## config.mk

```make
export PLATFORM = sky130hd
export DESIGN_NAME = squelch_ctrl
export DESIGN_NICKNAME = d
export VERILOG_FILES = /design/src/rtl/squelch_ctrl.sv
export SDC_FILE = /design/constraint.sdc
export NUM_CORES = 1
export LEC_CHECK = 0
export BUFFER_PORTS_ARGS = -buffer_cell sky130_fd_sc_hd__buf_2
export CORE_ASPECT_RATIO = 0.7
export CORE_MARGIN = 3
export CORE_UTILIZATION = 40
export CTS_BUF_LIST = sky130_fd_sc_hd__clkbuf_8
export DETAILED_ROUTE_END_ITERATION = 7
export PLACE_DENSITY = 0.72
export SLEW_MARGIN = 20
export SYNTH_ARGS = -nofsm -noshare
export SYNTH_HDL_FRONTEND = slang
export SYNTH_SLANG_ARGS = --single-unit
```

## constraint.sdc

```tcl
create_clock -name clk_in -period 3.4 [get_ports clk_in]
set_input_delay 0.34 -clock clk_in [delete_from_list [all_inputs] [get_ports clk_in]]
set_output_delay 0.34 -clock clk_in [all_outputs]
set_load 0.01 [all_outputs]
```

## src/rtl/squelch_ctrl.sv

```systemverilog
// RSSI squelch controller: windowed RSSI averaging with open/close hysteresis
// and debounce counters, gating the PWM audio stage.
//
// state   | meaning
// MUTED   | audio gated, waiting for a window average at/above thr_open
// ATTACK  | counting consecutive strong windows toward OPEN_CNT
// OPEN    | audio on, watching for a window average below thr_close
// RELEASE | audio on, counting consecutive weak windows toward CLOSE_CNT
module squelch_ctrl #(
  parameter int RSSI_WIDTH = 26,
  parameter int AVG_LOG2   = 2,
  parameter int OPEN_CNT   = 3,
  parameter int CLOSE_CNT  = 4
) (
  input  logic                  clk_in,
  input  logic                  rst,
  input  logic                  sample_valid,
  input  logic [RSSI_WIDTH-1:0] rssi_in,
  input  logic                  sq_enable,
  input  logic [RSSI_WIDTH-1:0] thr_open,
  input  logic [RSSI_WIDTH-1:0] thr_close,
  output logic                  pwm_enable,
  output logic [1:0]            sq_state,
  output logic [RSSI_WIDTH-1:0] rssi_avg,
  output logic                  avg_valid,
  output logic                  open_evt
);

  localparam int SUM_W  = RSSI_WIDTH + AVG_LOG2;
  localparam int SCNT_W = AVG_LOG2 + 1;
  localparam logic [SCNT_W-1:0] LAST_SAMPLE = SCNT_W'((1 << AVG_LOG2) - 1);
  localparam logic [3:0] OPEN_TC  = 4'(OPEN_CNT);
  localparam logic [3:0] CLOSE_TC = 4'(CLOSE_CNT);

  typedef enum logic [1:0] {
    MUTED   = 2'd0,
    ATTACK  = 2'd1,
    OPEN    = 2'd2,
    RELEASE = 2'd3
  } state_t;

  logic [SUM_W-1:0]      sum_q, sum_d, sum_acc;
  logic [SCNT_W-1:0]     scnt_q, scnt_d;
  logic [RSSI_WIDTH-1:0] rssi_avg_q, rssi_avg_d;
  logic                  avg_valid_q, avg_valid_d;
  state_t                state_q, state_d;
  logic [3:0]            cnt_q, cnt_d, cnt_inc;
  logic                  pwm_q, pwm_d;
  logic                  evt_q, evt_d;
  logic                  above_open, below_close;

  // The window closes on the edge capturing its last sample, so a strobe in
  // the avg_valid cycle already lands in a cleared accumulator.
  always_comb begin
    sum_acc     = sum_q + SUM_W'(rssi_in);
    sum_d       = sum_q;
    scnt_d      = scnt_q;
    rssi_avg_d  = rssi_avg_q;
    avg_valid_d = 1'b0;
    if (sample_valid) begin
      if (scnt_q == LAST_SAMPLE) begin
        sum_d       = '0;
        scnt_d      = '0;
        rssi_avg_d  = sum_acc[SUM_W-1:AVG_LOG2];
        avg_valid_d = 1'b1;
      end else begin
        sum_d  = sum_acc;
        scnt_d = scnt_q + SCNT_W'(1);
      end
    end
  end

  always_comb begin
    above_open  = (rssi_avg_q >= thr_open);
    below_close = (rssi_avg_q < thr_close);
    cnt_inc     = cnt_q + 4'd1;
    state_d     = state_q;
    cnt_d       = cnt_q;
    evt_d       = 1'b0;
    if (!sq_enable) begin
      state_d = MUTED;
      cnt_d   = '0;
    end else if (avg_valid_q) begin
      case (state_q)
        MUTED: begin
          if (above_open) begin
            state_d = ATTACK;
            cnt_d   = 4'd1;
          end
        end
        ATTACK: begin
          if (above_open) begin
            if (cnt_inc == OPEN_TC) begin
              state_d = OPEN;
              cnt_d   = '0;
              evt_d   = 1'b1;
            end else begin
              cnt_d = cnt_inc;
            end
          end else begin
            state_d = MUTED;
            cnt_d   = '0;
          end
        end
        OPEN: begin
          if (below_close) begin
            state_d = RELEASE;
            cnt_d   = 4'd1;
          end
        end
        RELEASE: begin
          if (below_close) begin
            if (cnt_inc == CLOSE_TC) begin
              state_d = MUTED;
              cnt_d   = '0;
            end else begin
              cnt_d = cnt_inc;
            end
          end else begin
            state_d = OPEN;
            cnt_d   = '0;
          end
        end
        default: begin
          state_d = MUTED;
          cnt_d   = '0;
        end
      endcase
    end
    pwm_d = !sq_enable || (state_d == OPEN) || (state_d == RELEASE);
  end

  always_ff @(posedge clk_in or posedge rst) begin
    if (rst) begin
      sum_q       <= '0;
      scnt_q      <= '0;
      rssi_avg_q  <= '0;
      avg_valid_q <= 1'b0;
      state_q     <= MUTED;
      cnt_q       <= '0;
      pwm_q       <= 1'b0;
      evt_q       <= 1'b0;
    end else begin
      sum_q       <= sum_d;
      scnt_q      <= scnt_d;
      rssi_avg_q  <= rssi_avg_d;
      avg_valid_q <= avg_valid_d;
      state_q     <= state_d;
      cnt_q       <= cnt_d;
      pwm_q       <= pwm_d;
      evt_q       <= evt_d;
    end
  end

  assign pwm_enable = pwm_q;
  assign sq_state   = state_q;
  assign rssi_avg   = rssi_avg_q;
  assign avg_valid  = avg_valid_q;
  assign open_evt   = evt_q;

endmodule

```

# Word level (Yosys, flattened, before mapping)
# Index checks and enable logic that the tools add are counted.
[word_totals]
regBits = 66
elab_cells = 57
[classes]
order_cmp = 2
n_eq_ne = 11
reduce_logical = 6
addsub = 3
mux = 27
[ops]
columns = ["operator", "count"]
rows = [
  ["4-bit 2-to-1 mux", 8],
  ["28-bit by 26-bit adder with 28-bit output", 1],
  ["28-bit 2-to-1 mux", 1],
  ["26-bit >= comparator", 1],
  ["26-bit less-than comparator", 1],
  ["2-bit 2-to-1 mux", 8],
  ["4-bit case mux with 4 select lines", 1],
  ["2-bit equality test (second input constant)", 4],
  ["2-bit case mux with 4 select lines", 1],
  ["1-bit 2-to-1 mux", 7],
  ["3-bit != test (second input constant)", 2],
  ["4-bit by 1-bit adder with 4-bit output (second input constant)", 1],
  ["4-bit by 2-bit equality test with 1-bit output (second input constant)", 1],
  ["4-bit by 3-bit equality test with 1-bit output (second input constant)", 1],
  ["3-bit by 1-bit adder with 3-bit output (second input constant)", 1],
  ["3-bit by 2-bit equality test with 1-bit output (second input constant)", 1],
  ["3-bit 2-to-1 mux", 1],
  ["3-bit AND reduction", 1],
  ["2-bit by 1-bit equality test with 1-bit output (second input constant)", 1],
  ["2-bit logical NOT", 1],
  ["1-bit logical OR", 2],
  ["2-bit by 1-bit != test with 1-bit output (second input constant)", 1],
  ["2-bit AND reduction", 1],
  ["1-bit logical NOT", 1],
]

# Longest topological paths before layout
[depth]
word_depth = 10
ltp_mapped = 11
mapped_depth_nobuf = 11

# Least setup slack after synthesis
# No wires, ideal clock.
[synth_timing]
kind = "input to register"
start = "in rssi_in[0]"
end = "reg sum_q[26]"
slack_ns = 0.876
t_arrival_ns = 2.406
setup_time_ns = 0.118
cell_stages = 11
required_ns = 3.282
cell_sequence = "ha_1 > inv_1 > fa_1 > nand2b_1 > a21oi_1 > o31a_1 > o21bai_1 > o31a_1 > o21ai_1 > o21ai_0 > a21o_1"
[synth_via]
elab_chain_len = 2
[synth_rtl]
columns = ["item", "line", "text"]
rows = [
  ["start: declaration", "18", "input logic [RSSI_WIDTH-1:0] rssi_in,"],
  ["28-bit by 26-bit adder with 28-bit output", "55", "sum_acc = sum_q + SUM_W'(rssi_in);"],
  ["28-bit 2-to-1 mux", "61", "if (scnt_q == LAST_SAMPLE) begin"],
  ["end signal: assignment", "144", "sum_q <= sum_d;"],
  ["end: declaration", "42", "logic [SUM_W-1:0] sum_q, sum_d, sum_acc;"],
]
# Every way passes these cells.
# A chain may end at the register's enable or synchronous reset.

# Final worst setup path
[layout_timing]
start = "reg sum_q[0]"
end = "reg sum_q[26]"
[layout_via]
elab_chain_len = 2
[layout_rtl]
columns = ["item", "line"]
rows = [
  ["28-bit by 26-bit adder with 28-bit output", "55"],
  ["28-bit 2-to-1 mux", "61"],
]
# Every way passes these cells.

==> metrics.txt <==
hold buffers post-CTS 0; most frequent CP cell o31a_1; I/O pins 113; detailed placement HPWL 10810 µm; Synth Instances 595; Rel. slew slack 43.70%; CTS Buffer Depth 2; Max-Cap Viols 0; # DRC 0; Async S/R FF share, synth 100.0%; synthesis warning total 0; clk slew on worst S/H paths 0.08 ns; Inserted Diodes 0; critical path class reg2reg; Tightest Pin Transition 0.8432 ns; f_max 0.3533 GHz; final net count 870; share of the synthesized area in the top cell type 32.63%; peak supply drop 291.4 µV; register area share after synthesis 32.63%; # rows 33; Slew Limit Fails 0; FF+latch count, synth 66; final wirelength 13380 µm; cell depth of the worst flop-to-flop path 11; RSZ-0062 raised after global routing false; die width 140.4 µm; crit path cell chain ha_1, inv_1, fa_1, nand2b_1, a21oi_1, o31a_1, o21bai_1, o31a_1, o21ai_1, o21ai_0, a21o_1; slowest CP cell o31a_1; 1st-iter DRT viols 338; Syn Nets 758; Port Buffers 112; drt pass-1 iters 5; fin crit share 83.25%; Post-synth EDFFs 0; Initial Utilization 42.12%; CP Launch Type flip-flop; Main synth FF type dfrtp_1; grt ovf 0; synth unique cells 54; first-pass GRT wire length 21600 µm; PwrDens 816.4 mW/mm²; post-CTS sizing 0; # H-tree levels 3; Syn Std Cell Area 0.005061 mm²; DR WL/cell 15.39 µm; dpl ws 0.5379 ns; DIE AREA 0.01406 mm²; Final Hold Fails 0; CP Max Fanout 5; crit end category flip-flop; Worst Path Arrival 3.08 ns; area grow syn2layout 19.06%; number of antenna violations at the first check in global routing 0; post-route non-filler standard cell count 869; Final Wtd Congestion 0.8872; Worst EP required 3.65 ns; delay of the slowest critical-path stage 0.40 ns; Leakage 3.211 nW; Inst Count DP 853; outcome completed; pin count of the biggest net entering global routing 54; CTS tree built; worst hold path type in2async; utilization after layout 50.15%; Clock Sinks 66; Final Skew 0.01126 ns; gr usage total 19.13%; Synth area leaders dfrtp_1 (33%), ha_1 (20%), inv_1 (6.9%); ANT nets after route 0; Setup violations, final 0; Final WS setup 0.5694 ns; share of layout cells above drive strength 1 19.80%; total core area 0.01202 mm²; post-CTS setup buffers 0; Mean Syn Cell Area 8.506 µm²; Skew-Pair Late Insertion Delay 0.36 ns; vias per std cell 5.308; CTS buffer count 9; fin area 0.006026 mm²; DR vias 4613; vias in the first global route 4459; Cell Area, Placed 0.005793 mm²; most frequent cells in the layout buf_2 (112), inv_1 (92), ha_1 (80), dfrtp_1 (66), nand2_1 (59); root buffer cell clkbuf_8; setup_tns 0 ns; die height 100.1 µm; post-layout min period 2.831 ns; post-synth top area cell dfrtp_1; most frequent standard cell in the layout excluding fill and tap cells buf_2
==> worst paths after layout <==
kind	start	end	slack, ns
worst max-delay path	sum_q[0]	sum_q[26]	0.57
worst min-delay path	rst	pwm_enable	0.15
worst max register to register	sum_q[0]	sum_q[26]	0.57
worst min register to register	scnt_q[0]	scnt_q[0]	0.49
max in group asynchronous	rst	sum_q[20]	2.49
min in group clk_in	sq_enable	sq_state[1]	0.23
==> final cells by class <==
class / instances / area [µm²]
tap: 157 / 196.4
fill: 1107 / 5989
sequential: 66 / 1652
clock buffer: 10 / 137.6
timing repair buffer: 116 / 590.6
multi-input combinational: 421 / 3005
inverter: 93 / 349.1
clock inverter: 6 / 95.09
==> routing by layer <==
metal  vias to the layer above  part of all wire [%]  wire [µm]  GRT usage [%]
met2                       171                    43       5714          28.68
met3                        18                   7.2        961          4.476
met4                         0                   1.2        161          4.393
met1                      2111                    49       6540          28.13
met5                         -                     0          0              0
li1                       2313                     -          -              -
==> cells by family (layout without fill, tap and decap cells) <==
family | count (synthesis) | count (layout) | synth area share (%)
fa+ha+maj | 81 | 81 | 20.17
buf+inv | 108 | 225 | 8.059
compound gates | 183 | 183 | 22.10
simple gates | 128 | 128 | 11.94
mux | 2 | 2 | 0.4203
xor+xnor | 27 | 27 | 4.672
flops | 66 | 66 | 32.63
==> state kept, by name (all words and copies together) (netlist names) <==
register	count
cnt_q	4
rssi_avg	26
pwm_enable	1
sum_q	28
open_evt	1
avg_valid	1
sq_state	2
scnt_q	3
==> worst max-delay path: cells and delay by family, from the launching register on <==
family                   cells  cell delay, ns
AO/OA/AOI/OAI                7            1.55
adder cells (fa/ha/maj)      2            0.58
buffers and inverters        1            0.06
flip-flops                   1            0.35
AND/OR/NAND/NOR              1            0.18
==> cells in the mapped netlist (all sizes together) (3+ instances only) <==
master and count:
a21o 10, nor3 7, nor4 3, o211ai 3, nand4 10, xor2 14
o21bai 5, o22ai 27, clkbuf 13, nor2 18, or2 5, dfrtp 66
nand3 8, o21ai 60, ha 80, xnor2 13, o21a 3, nand2 59
inv 93, nand2b 8, nor3b 3, a21oi 47, a211oi 5
==> through the flow <==
stage          total power [mW]  hold WS [ns]
2_1_floorplan             3.299        0.4573
3_3_place_gp              3.996        0.4660
6_report                  4.920        0.1481
3_5_place_dp              4.112        0.4810
4_1_cts                   4.913        0.1714
5_1_grt                   5.352        0.2116
==> where the power goes <==
group          internal [mW]  total, mW  switching, mW
sequential              1.10       1.43          0.329
combinational           1.14       2.71           1.57
clock                  0.442      0.782          0.340
Note: power is estimated with default switching activity, not from simulation.
